File: config.mk
export PLATFORM = sky130hd
export DESIGN_NAME = event_dispatcher
export DESIGN_NICKNAME = d
export VERILOG_FILES = /design/src/rtl/event_dispatcher.sv
export SDC_FILE = /design/constraint.sdc
export NUM_CORES = 1
export LEC_CHECK = 0
export CORE_ASPECT_RATIO = 0.6
export CORE_MARGIN = 5
export CORE_UTILIZATION = 57
export CTS_CLUSTER_SIZE = 28
export DETAILED_ROUTE_END_ITERATION = 10
export DONT_BUFFER_PORTS = 1
export GPL_ROUTABILITY_DRIVEN = 0
export GPL_TIMING_DRIVEN = 0
export PLACE_DENSITY = 0.75
export SLEW_MARGIN = 20
export SYNTH_ARGS = -nofsm -noshare
export SYNTH_HDL_FRONTEND = slang
export SYNTH_SLANG_ARGS = --single-unit
File: constraint.sdc
create_clock -name clk -period 6.1 [get_ports clk]
set_input_delay 1.22 -clock clk [delete_from_list [all_inputs] [get_ports clk]]
set_output_delay 1.22 -clock clk [all_outputs]
set_load 0.01 [all_outputs]
File: src/rtl/event_dispatcher.sv
// Event dispatcher: buffers DVS events, hands them one at a time to the graph core
// with per-window addresses, then captures the classification and clears the core.
package event_dispatcher_pkg;
  localparam int X_PIXEL_WIDTH = 8;
  localparam int Y_PIXEL_WIDTH = 8;
  localparam int T_WIDTH       = 32;

  typedef struct packed {
    logic                     valid;
    logic [X_PIXEL_WIDTH-1:0] x;
    logic [Y_PIXEL_WIDTH-1:0] y;
    logic                     p;
    logic [T_WIDTH-1:0]       t;
    logic [31:0]              addr;
  } event_s;

  typedef struct packed {
    logic [X_PIXEL_WIDTH-1:0] x;
    logic [Y_PIXEL_WIDTH-1:0] y;
    logic                     p;
    logic [T_WIDTH-1:0]       t;
  } fifo_ent_s;
endpackage

module event_dispatcher
  import event_dispatcher_pkg::*;
#(
  parameter int          FIFO_DEPTH    = 16,
  parameter int          WINDOW_EVENTS = 26,
  parameter logic [31:0] BASE_ADDR     = 32'h1000_0000,
  parameter logic [31:0] ADDR_STRIDE   = 32'h0000_0080,
  parameter int          DONE_TIMEOUT  = 4096
) (
  input  logic                     clk,
  input  logic                     rst,
  input  logic                     in_valid,
  output logic                     in_ready,
  input  logic [X_PIXEL_WIDTH-1:0] in_x,
  input  logic [Y_PIXEL_WIDTH-1:0] in_y,
  input  logic                     in_p,
  input  logic [T_WIDTH-1:0]       in_t,
  input  logic                     flush,
  output event_s                   new_event,
  output logic                     ip_en,
  input  logic                     ip_done,
  input  logic                     ip_idle,
  output logic                     ip_clean,
  input  logic                     ip_clear,
  input  logic                     prediction,
  input  logic [1:0][31:0]         fc_out_pack,
  output logic                     res_valid,
  output logic                     res_class,
  output logic [1:0][31:0]         res_logits,
  output logic                     timeout_err
);

  localparam int AW = $clog2(FIFO_DEPTH);
  localparam int IW = $clog2(WINDOW_EVENTS + 1);
  localparam int TW = $clog2(DONE_TIMEOUT + 1);
  localparam logic [AW:0]   CNT_ONE  = (AW + 1)'(1);
  localparam logic [AW:0]   CNT_FULL = (AW + 1)'(FIFO_DEPTH);
  localparam logic [AW-1:0] PTR_ONE  = AW'(1);
  localparam logic [IW-1:0] IDX_ONE  = IW'(1);
  localparam logic [IW-1:0] IDX_WIN  = IW'(WINDOW_EVENTS);
  localparam logic [TW-1:0] TMO_ONE  = TW'(1);
  localparam logic [TW-1:0] TMO_LAST = TW'(DONE_TIMEOUT - 1);

  typedef enum logic [2:0] {
    S_IDLE, S_LOAD, S_RUN, S_DRAIN, S_CAPTURE, S_CLEAN
  } state_e;

  fifo_ent_s        r_mem [FIFO_DEPTH];
  logic [AW-1:0]    r_wr_ptr;
  logic [AW-1:0]    r_rd_ptr;
  logic [AW:0]      r_count;

  state_e           r_state;
  event_s           r_event;
  logic [IW-1:0]    r_idx;
  logic [TW-1:0]    r_tmo_cnt;
  logic             r_flush_pending;
  logic             r_ip_en;
  logic             r_ip_clean;
  logic             r_res_valid;
  logic             r_res_class;
  logic [1:0][31:0] r_res_logits;
  logic             r_timeout_err;

  logic             w_full;
  logic             w_empty;
  logic             w_push;
  logic             w_pop;
  logic             w_idx_zero;
  logic             w_flush_window;
  fifo_ent_s        w_head;
  logic [31:0]      w_addr;

  assign w_full         = (r_count == CNT_FULL);
  assign w_empty        = (r_count == '0);
  assign w_push         = in_valid & ~w_full;
  assign w_idx_zero     = (r_idx == '0);
  assign w_flush_window = r_flush_pending & ~w_idx_zero;
  // A pending flush with events in the window takes priority over the next dispatch.
  assign w_pop          = (r_state == S_IDLE) & ~w_flush_window & ~w_empty & ip_idle;
  assign w_head         = r_mem[r_rd_ptr];
  assign w_addr         = BASE_ADDR + ADDR_STRIDE * 32'(r_idx);

  // NOTE: the storage array carries no reset; only pointers and count define FIFO contents.
  always_ff @(posedge clk) begin
    if (w_push) r_mem[r_wr_ptr] <= '{x: in_x, y: in_y, p: in_p, t: in_t};
  end

  always_ff @(posedge clk) begin
    if (rst) begin
      r_wr_ptr <= '0;
      r_rd_ptr <= '0;
      r_count  <= '0;
    end else begin
      if (w_push) r_wr_ptr <= r_wr_ptr + PTR_ONE;
      if (w_pop)  r_rd_ptr <= r_rd_ptr + PTR_ONE;
      unique case ({w_push, w_pop})
        2'b10:   r_count <= r_count + CNT_ONE;
        2'b01:   r_count <= r_count - CNT_ONE;
        default: r_count <= r_count;
      endcase
    end
  end

  // NOTE: every state register here uses <= so all next-state terms read pre-edge values.
  always_ff @(posedge clk) begin
    if (rst) begin
      r_state         <= S_IDLE;
      r_event         <= '0;
      r_idx           <= '0;
      r_tmo_cnt       <= '0;
      r_flush_pending <= 1'b0;
      r_ip_en         <= 1'b0;
      r_ip_clean      <= 1'b0;
      r_res_valid     <= 1'b0;
      r_res_class     <= 1'b0;
      r_res_logits    <= '0;
      r_timeout_err   <= 1'b0;
    end else begin
      r_res_valid <= 1'b0;
      unique case (r_state)
        S_IDLE: begin
          if (w_flush_window) begin
            r_state <= S_CAPTURE;
          end else if (w_pop) begin
            r_state <= S_LOAD;
            r_event <= '{valid: 1'b1, x: w_head.x, y: w_head.y, p: w_head.p,
                         t: w_head.t, addr: w_addr};
          end
        end
        S_LOAD: begin
          r_state   <= S_RUN;
          r_ip_en   <= 1'b1;
          r_tmo_cnt <= '0;
        end
        S_RUN: begin
          if (ip_done || r_tmo_cnt == TMO_LAST) begin
            if (!ip_done) r_timeout_err <= 1'b1;
            r_ip_en       <= 1'b0;
            r_event.valid <= 1'b0;
            r_idx         <= r_idx + IDX_ONE;
            r_state       <= S_DRAIN;
          end else begin
            r_tmo_cnt <= r_tmo_cnt + TMO_ONE;
          end
        end
        S_DRAIN: begin
          if (!ip_done) begin
            r_state <= (r_idx == IDX_WIN || r_flush_pending) ? S_CAPTURE : S_IDLE;
          end
        end
        S_CAPTURE: begin
          r_res_class  <= prediction;
          r_res_logits <= fc_out_pack;
          r_res_valid  <= 1'b1;
          r_ip_clean   <= 1'b1;
          r_state      <= S_CLEAN;
        end
        S_CLEAN: begin
          if (ip_clear) begin
            r_ip_clean <= 1'b0;
            r_idx      <= '0;
            r_state    <= S_IDLE;
          end
        end
        default: r_state <= S_IDLE;
      endcase

      // A fresh flush request wins over any clear in the same cycle.
      if (flush) begin
        r_flush_pending <= 1'b1;
      end else if ((r_state == S_CLEAN && ip_clear) || (r_state == S_IDLE && w_idx_zero)) begin
        r_flush_pending <= 1'b0;
      end
    end
  end

  assign in_ready    = ~w_full;
  assign new_event   = r_event;
  assign ip_en       = r_ip_en;
  assign ip_clean    = r_ip_clean;
  assign res_valid   = r_res_valid;
  assign res_class   = r_res_class;
  assign res_logits  = r_res_logits;
  assign timeout_err = r_timeout_err;

endmodule

; Word-level counts from Yosys, hierarchy flattened
; Memories as Yosys holds them, arrays and structs flattened. A register that Yosys moved wholly into a read port is not among the register bits.
; Index checks and enable logic that the tools add are counted.
[word_totals]
reg_bits = 186
latch_bits = 0
ramBits = 784
rom_bits = 0
in_bits = 121
out_inout_bits = 152
word_cells = 104
mem_count = 1
[classes]
add_sub_neg = 7
n_mul = 0
div_mod_pow = 0
magnitude_cmp = 0
n_eq_ne = 17
shift = 0
n_mux = 27
bitwise = 10
reduce_logical = 22
[memory_table]
columns = name, depth, width, rd, rd_ports_with_merged_regs, write_ports, line
row1 = r_mem, 16, 49, 1, 1, 1, 72  ; fifo_ent_s r_mem [FIFO_DEPTH];
[ops]
columns = op, count
row1 = 82-bit 2-to-1 mux, 2
row2 = 29-bit by 12-bit adder with 30-bit output (first input constant), 1
row3 = 13-bit one-hot mux with 2 select lines, 1
row4 = 5-bit one-hot mux with 2 select lines, 2
row5 = 3-bit 2-to-1 mux, 6
row6 = 3-bit one-hot mux with 6 select lines, 1
row7 = 13-bit by 1-bit adder with 13-bit output (second input constant), 1
row8 = 13-bit by 12-bit equality test with 1-bit output (second input constant), 1
row9 = 13-bit 2-to-1 mux, 1
row10 = 2-bit != test (second input constant), 6
row11 = 2-bit nonzero test, 6
row12 = 5-bit by 1-bit adder with 5-bit output (second input constant), 2
row13 = 5-bit equality test (second input constant), 2
row14 = 5-bit logical NOT, 2
row15 = 5-bit 2-to-1 mux, 2
row16 = 3-bit AND reduction, 3
row17 = 4-bit by 1-bit adder with 4-bit output (second input constant), 2
row18 = 4-bit 2-to-1 mux, 2
row19 = 4-bit AND reduction, 2
row20 = 1-bit 2-to-1 mux, 7
row21 = 3-bit by 2-bit equality test with 1-bit output (second input constant), 2
row22 = 3-bit equality test (second input constant), 2
row23 = 1-bit one-hot mux with 2 select lines, 3
row24 = 2-bit AND reduction, 3
row25 = 10 further kinds, 21

; Logic depth before layout (Yosys ltp)
[depth]
depth_word = 10
depth_mapped = 16
ltp_nobuf = 13

; Worst setup path after synthesis
; No wires, ideal clock.
[synth_timing]
kind = in2reg
from = input in_valid
to = memory r_mem[3][0] (netlist name) (enable)
setup_ps = 516
t_arrival_ps = 5287
required_ps = 5584
slack_ps = 297
cell_stages = 3
path_buffers = 0
cell_sequence = a21boi_1 -> nand2_1 -> nor3_1
[synth_between]
elab_chain_cells = 3
[synth_lines]
columns = item, line
row1 = from (decl), 36  ; input logic in_valid,
row2 = 1-bit bitwise AND, 100  ; assign w_push = in_valid & ~w_full;
row3 = 1-bit 2-to-1 mux, 110  ; if (w_push) r_mem[r_wr_ptr] <= '{x: in_x, y: in_y, p: in_p, t: in_t};
row4 = 1-bit 2-to-1 mux (not written as such), 110
row5 = to (decl), 72
; No other way between the ends.

; Final worst setup path
[layout_timing]
from = register r_idx[0]
to = register r_count[4]
[layout_between]
elab_chain_cells = 9
elab_cells_between_ends = 11
cone_classes = eq/ne (2) / mux (1) / bitwise (6) / reduce/logical (2)
[layout_lines]
columns = item, line
row1 = from (decl), 79  ; logic [IW-1:0] r_idx;
row2 = from (signal assigned), 165  ; r_idx <= r_idx + IDX_ONE;
row3 = 5-bit logical NOT *, 101  ; assign w_idx_zero = (r_idx == '0);
row4 = 1-bit inverter *, 102  ; assign w_flush_window = r_flush_pending & ~w_idx_zero;
row5 = 1-bit bitwise AND *, 102
row6 = 1-bit inverter (no source line) *, n/a
row7 = 1-bit bitwise AND * (3 in a row), 104  ; assign w_pop = (r_state == S_IDLE) & ~w_flush_window & ~w_empty & ip_idle;
row8 = via w_pop, 92  ; logic w_pop;
row9 = 2-bit by 1-bit equality test with 1-bit output or 2-bit equality test (tied branches), 121  ; unique case ({w_push, w_pop})
row10 = 5-bit one-hot mux with 2 select lines or 2-bit nonzero test (tied branches), n/a
row11 = to (signal assigned), 122  ; 2'b10: r_count <= r_count + CNT_ONE;
row12 = to (signal assigned), 123  ; 2'b01: r_count <= r_count - CNT_ONE;
row13 = to (signal assigned), 124  ; default: r_count <= r_count;
row14 = to (decl), 75  ; logic [AW:0] r_count;
; Mark *: on every way through the listed nets, which the timed path passes. The rest lies on a longest branch.
; A chain may end at the register's enable or synchronous reset.

==> run_results.csv <==
group,metric,value,unit
route,drt_pass1_iterations,8,
clocking,root_buffer,"clkbuf_16",
floorplan,row_count,71,
logic_synthesis,synth_top_area_share,0.6611,
route,drc,0,
logic_synthesis,synth_top_family_by_area,"multiplexers",
pwr,peakVddDrop,227.4,µV
global_route,grt_pass1_wl,126000,µm
finish,areaGrowthSynthToFinish,14.40,%
finish,mostFrequentLayoutCells,"784 x edfxtp_1, 197 x nand2_1, 196 x mux4_2, 164 x dfxtp_1, 99 x a22oi_1",
logic_synthesis,async_flop_share,0,
place,post-place-ws,2.199,ns
setup_path,cp_max_fo,11,
pwr,power_leakage,12.95,nW
setup_path,crit_cells,16,
global_route,globalRouteOverflowTotal,0,
setup_path,crit_chain,"inv_1 > ha_1 > or4b_4 > and2_1 > buf_6 > nor3_4 > buf_4 > ha_1 > clkbuf_1 > xor2_1 > ha_1 > a211o_1 > nand2_1 > nand3b_1 > a31oi_1 > mux2_1",
logic_synthesis,synth_edf_count,784,
global_route,antenna_found_initial,0,
place,numPortBuffers,0,
place,hpwl,55530,µm
floorplan,core,62270,µm²
timing,holdWs,0.5039,ns
setup_path,critPathLaunchType,"register",
timing,setup_viol_count_final,0,
logic_synthesis,ys_seq_area_frac,0.7533,
logic_synthesis,synth_fa_ha_area_frac,0.004567,
logic_synthesis,ys.flop_type,"edfxtp_1",
pwr,power.share.clock,0.349,
global_route,grt_max_degree,20,
finish,seqCellArea,26830,µm²
setup_path,critPathArrivalTime,4.42,ns
floorplan,pin_count,273,
pwr,power_switching,3.714,mW
logic_synthesis,yosysWarnings,0,
clocking,cts_made_buffers,83,
route,avgViaCountPerCell,6.432,
pwr,p_sw_frac,0.2497,
timing,max_freq,257.6,MHz
place,dpl.cell_count,2848,
timing,tightest_slew,1.032,ns
clocking,cts-resized-gates,0,
logic_synthesis,syn_avg_cell_area,18.54,µm²
logic_synthesis,yosysUniqueCellTypes,63,
timing,finClkSkew,0.02175,ns
pwr,p_int,11.16,mW
pwr,power_density,365.1,nW/µm²
timing,hold_viol,0,
finish,multiInputGateArea,8279,µm²
logic_synthesis,syn-cell-area,35610,µm²
logic_synthesis,synth_area_leaders,"edfxtp_1 66%, mux4_2 12%, dfxtp_1 9.2%, a22oi_1 2.1%, nand2_1 2.1%",
clocking,cts_tree,"done",
setup_path,slowest_stage,"or4b_4",
setup_path,max_stage_delay,0.49,ns
timing,relSlewSlack,0.3123,
setup_path,critPathTopFamily,"simple AND/OR/NAND/NOR gates",
setup_path,crit_type,"register to register",
pwr,power_frac_seq,0.503,
clocking,holdBufCountCts,0,
route,first_iter_violations,2788,
timing,post-route-period-util,0.6365,
global_route,grt_use_total,0.2504,
global_route,grt_pass1_vias,18930,
timing,slew_violations,0,
logic_synthesis,yosys.area.top_type,"edfxtp_1",
setup_path,r2r_cells,16,
setup_path,crit_path_end_kind,"register",
run_status,status,"finished, final reports clean",
clocking,cts_setup_buffers,0,
pwr,power_frac_comb,0.148,
pwr,p_total,14.88,mW
route,totalWireLength,84670,µm
logic_synthesis,muxShareOfSynthArea,0.1268,
logic_synthesis,synth_cells,1921,
finish,finish.utilization,0.6543,
timing,fin_crit,3.883,ns
finish,nets,2228,
route,ant_nets,0,
clocking,insertion_delay,0.65,ns
floorplan,fp.dieH,203.6,µm
clocking,cts-htree-levels,3,
setup_path,critPathLaunch,"r_idx[0]",
route,vias,19310,
clocking,cts_num_sinks,948,
clocking,clk_pin_slew,0.07,ns
setup_path,cp-endpoint,"r_count[4]",
hold_path,hold_path.class,"register to register",
setup_path,cp_data_required_time,6.63,ns
logic_synthesis,synth-xor-area-share,0.004919,
floorplan,start_util,0.5719,
finish,layout_commonest_cell,"edfxtp_1",
finish,final_cell_count_no_fill,3002,
timing,rsz0062_at_grt,"no",
setup_path,r2r_end,"r_count[4]",
logic_synthesis,synth-simple-area-share,0.04016,
floorplan,die_x,332.7,µm
logic_synthesis,ys_ff_latch,948,
setup_path,r2r-start,"r_idx[0]",
route,routedWlPerCell,28.21,µm
finish,fillers,3944,
finish,final_layout_size_suffix_gt1_frac,0.2151,
run,max-cap-violations,0,
clocking,clockBufferDepth,3,
logic_synthesis,synth_compound_area_frac,0.05017,
setup_path,crit_top_cell,"ha_1",
setup_path,crit_buf_inv,4,
floorplan,die_area,67740,µm²
setup_path,r2r_setup_slack,2.22,ns
timing,worst_slack,2.217,ns
area by class of cell:
cell class / instances / share of cell area
sequential: 948 / 0.6584
multi-input combinational: 848 / 0.2032
clock buffer: 111 / 0.05608
inverter: 11 / 0.001013
buffer: 139 / 0.01658
timing repair buffer: 63 / 0.02899
tap: 839 / 0.02577
antenna: 1 / 0.00006142
clock inverter: 42 / 0.009889
routing by layer:
layer	global-route usage	part of all wire
met4	0.06177	0.024
met5	0	0
met1	0.3715	0.40
met3	0.05870	0.11
met2	0.3856	0.47
synthesized netlist by cell type (all sizes together), types with 4 or more instances:
library cell / instances
a22oi: 99
edfxtp: 784
o21ai: 9
nor4: 7
a31oi: 5
nand2b: 7
xor2: 9
nor3: 14
inv: 11
clkbuf: 78
buf: 61
and3: 5
xnor2: 11
ha: 13
a21oi: 77
dfxtp: 164
mux2i: 8
nor2: 67
mux4: 196
a211oi: 4
nand4: 4
nand2: 197
nand3: 5
nor3b: 4
a22o: 49
state kept, by name, indices dropped and copies added (netlist names), named ones only:
name / flops
ip_clean: 1
ip_en: 1
new_event: 56
r_count: 5
r_flush_pending: 1
r_idx: 5
r_mem: 784
r_rd_ptr: 4
r_state: 3
r_tmo_cnt: 13
r_wr_ptr: 4
res_class: 1
res_logits: 64
res_valid: 1
timeout_err: 1
worst min-delay path: cells and delay by family (launching register included):
family	cells	cell delay [ns]
flops	1	0.34
simple gates	1	0.06
compound gates	1	0.05
cell families (layout without fill, tap and decap cells):
| group | Yosys count | after routing |
|---|---|---|
| AO/OA/AOI/OAI | 257 | 257 |
| XOR/XNOR | 20 | 20 |
| adder cells (fa/ha/maj) | 13 | 13 |
| buffers and inverters | 150 | 366 |
| flip-flops | 948 | 948 |
| multiplexers | 206 | 206 |
| other | 1 | 27 |
| AND/OR/NAND/NOR | 326 | 326 |
worst min-delay path by stage:
stage                               from              to  cells after the start  slack [ns]
after floorplan            r_tmo_cnt[12]   r_tmo_cnt[12]                      2        0.46
after global routing      res_logits[20]  res_logits[20]                      2        0.52
after detailed placement  res_logits[59]  res_logits[59]                      2        0.50
after global placement     r_tmo_cnt[12]   r_tmo_cnt[12]                      2        0.49
final                     res_logits[59]  res_logits[59]                      2        0.50
after CTS                 res_logits[59]  res_logits[59]                      2        0.51
power by group through the flow:
| stage | Sequential (mW) | Combinational (mW) | Clock (mW) |
|---|---|---|---|
| 6_report | 7.49 | 2.20 | 5.19 |
| 5_1_grt | 7.50 | 2.36 | 5.56 |
| 4_1_cts | 7.49 | 2.20 | 5.27 |
| 3_5_place_dp | 7.63 | 2.16 | 0 |
| 3_3_place_gp | 7.64 | 2.05 | 0 |
| 2_1_floorplan | 7.56 | 1.60 | 0 |
metrics by stage:
step | cell area [µm²] | TNS (ns)
5_1_grt | 40740 | 0
4_1_cts | 40740 | 0
3_3_place_gp | 36760 | -1139.75
6_report | 40740 | 0
2_1_floorplan | 35710 | 0
3_5_place_dp | 38050 | 0
No activity file was read; power rests on OpenSTA's default activity.
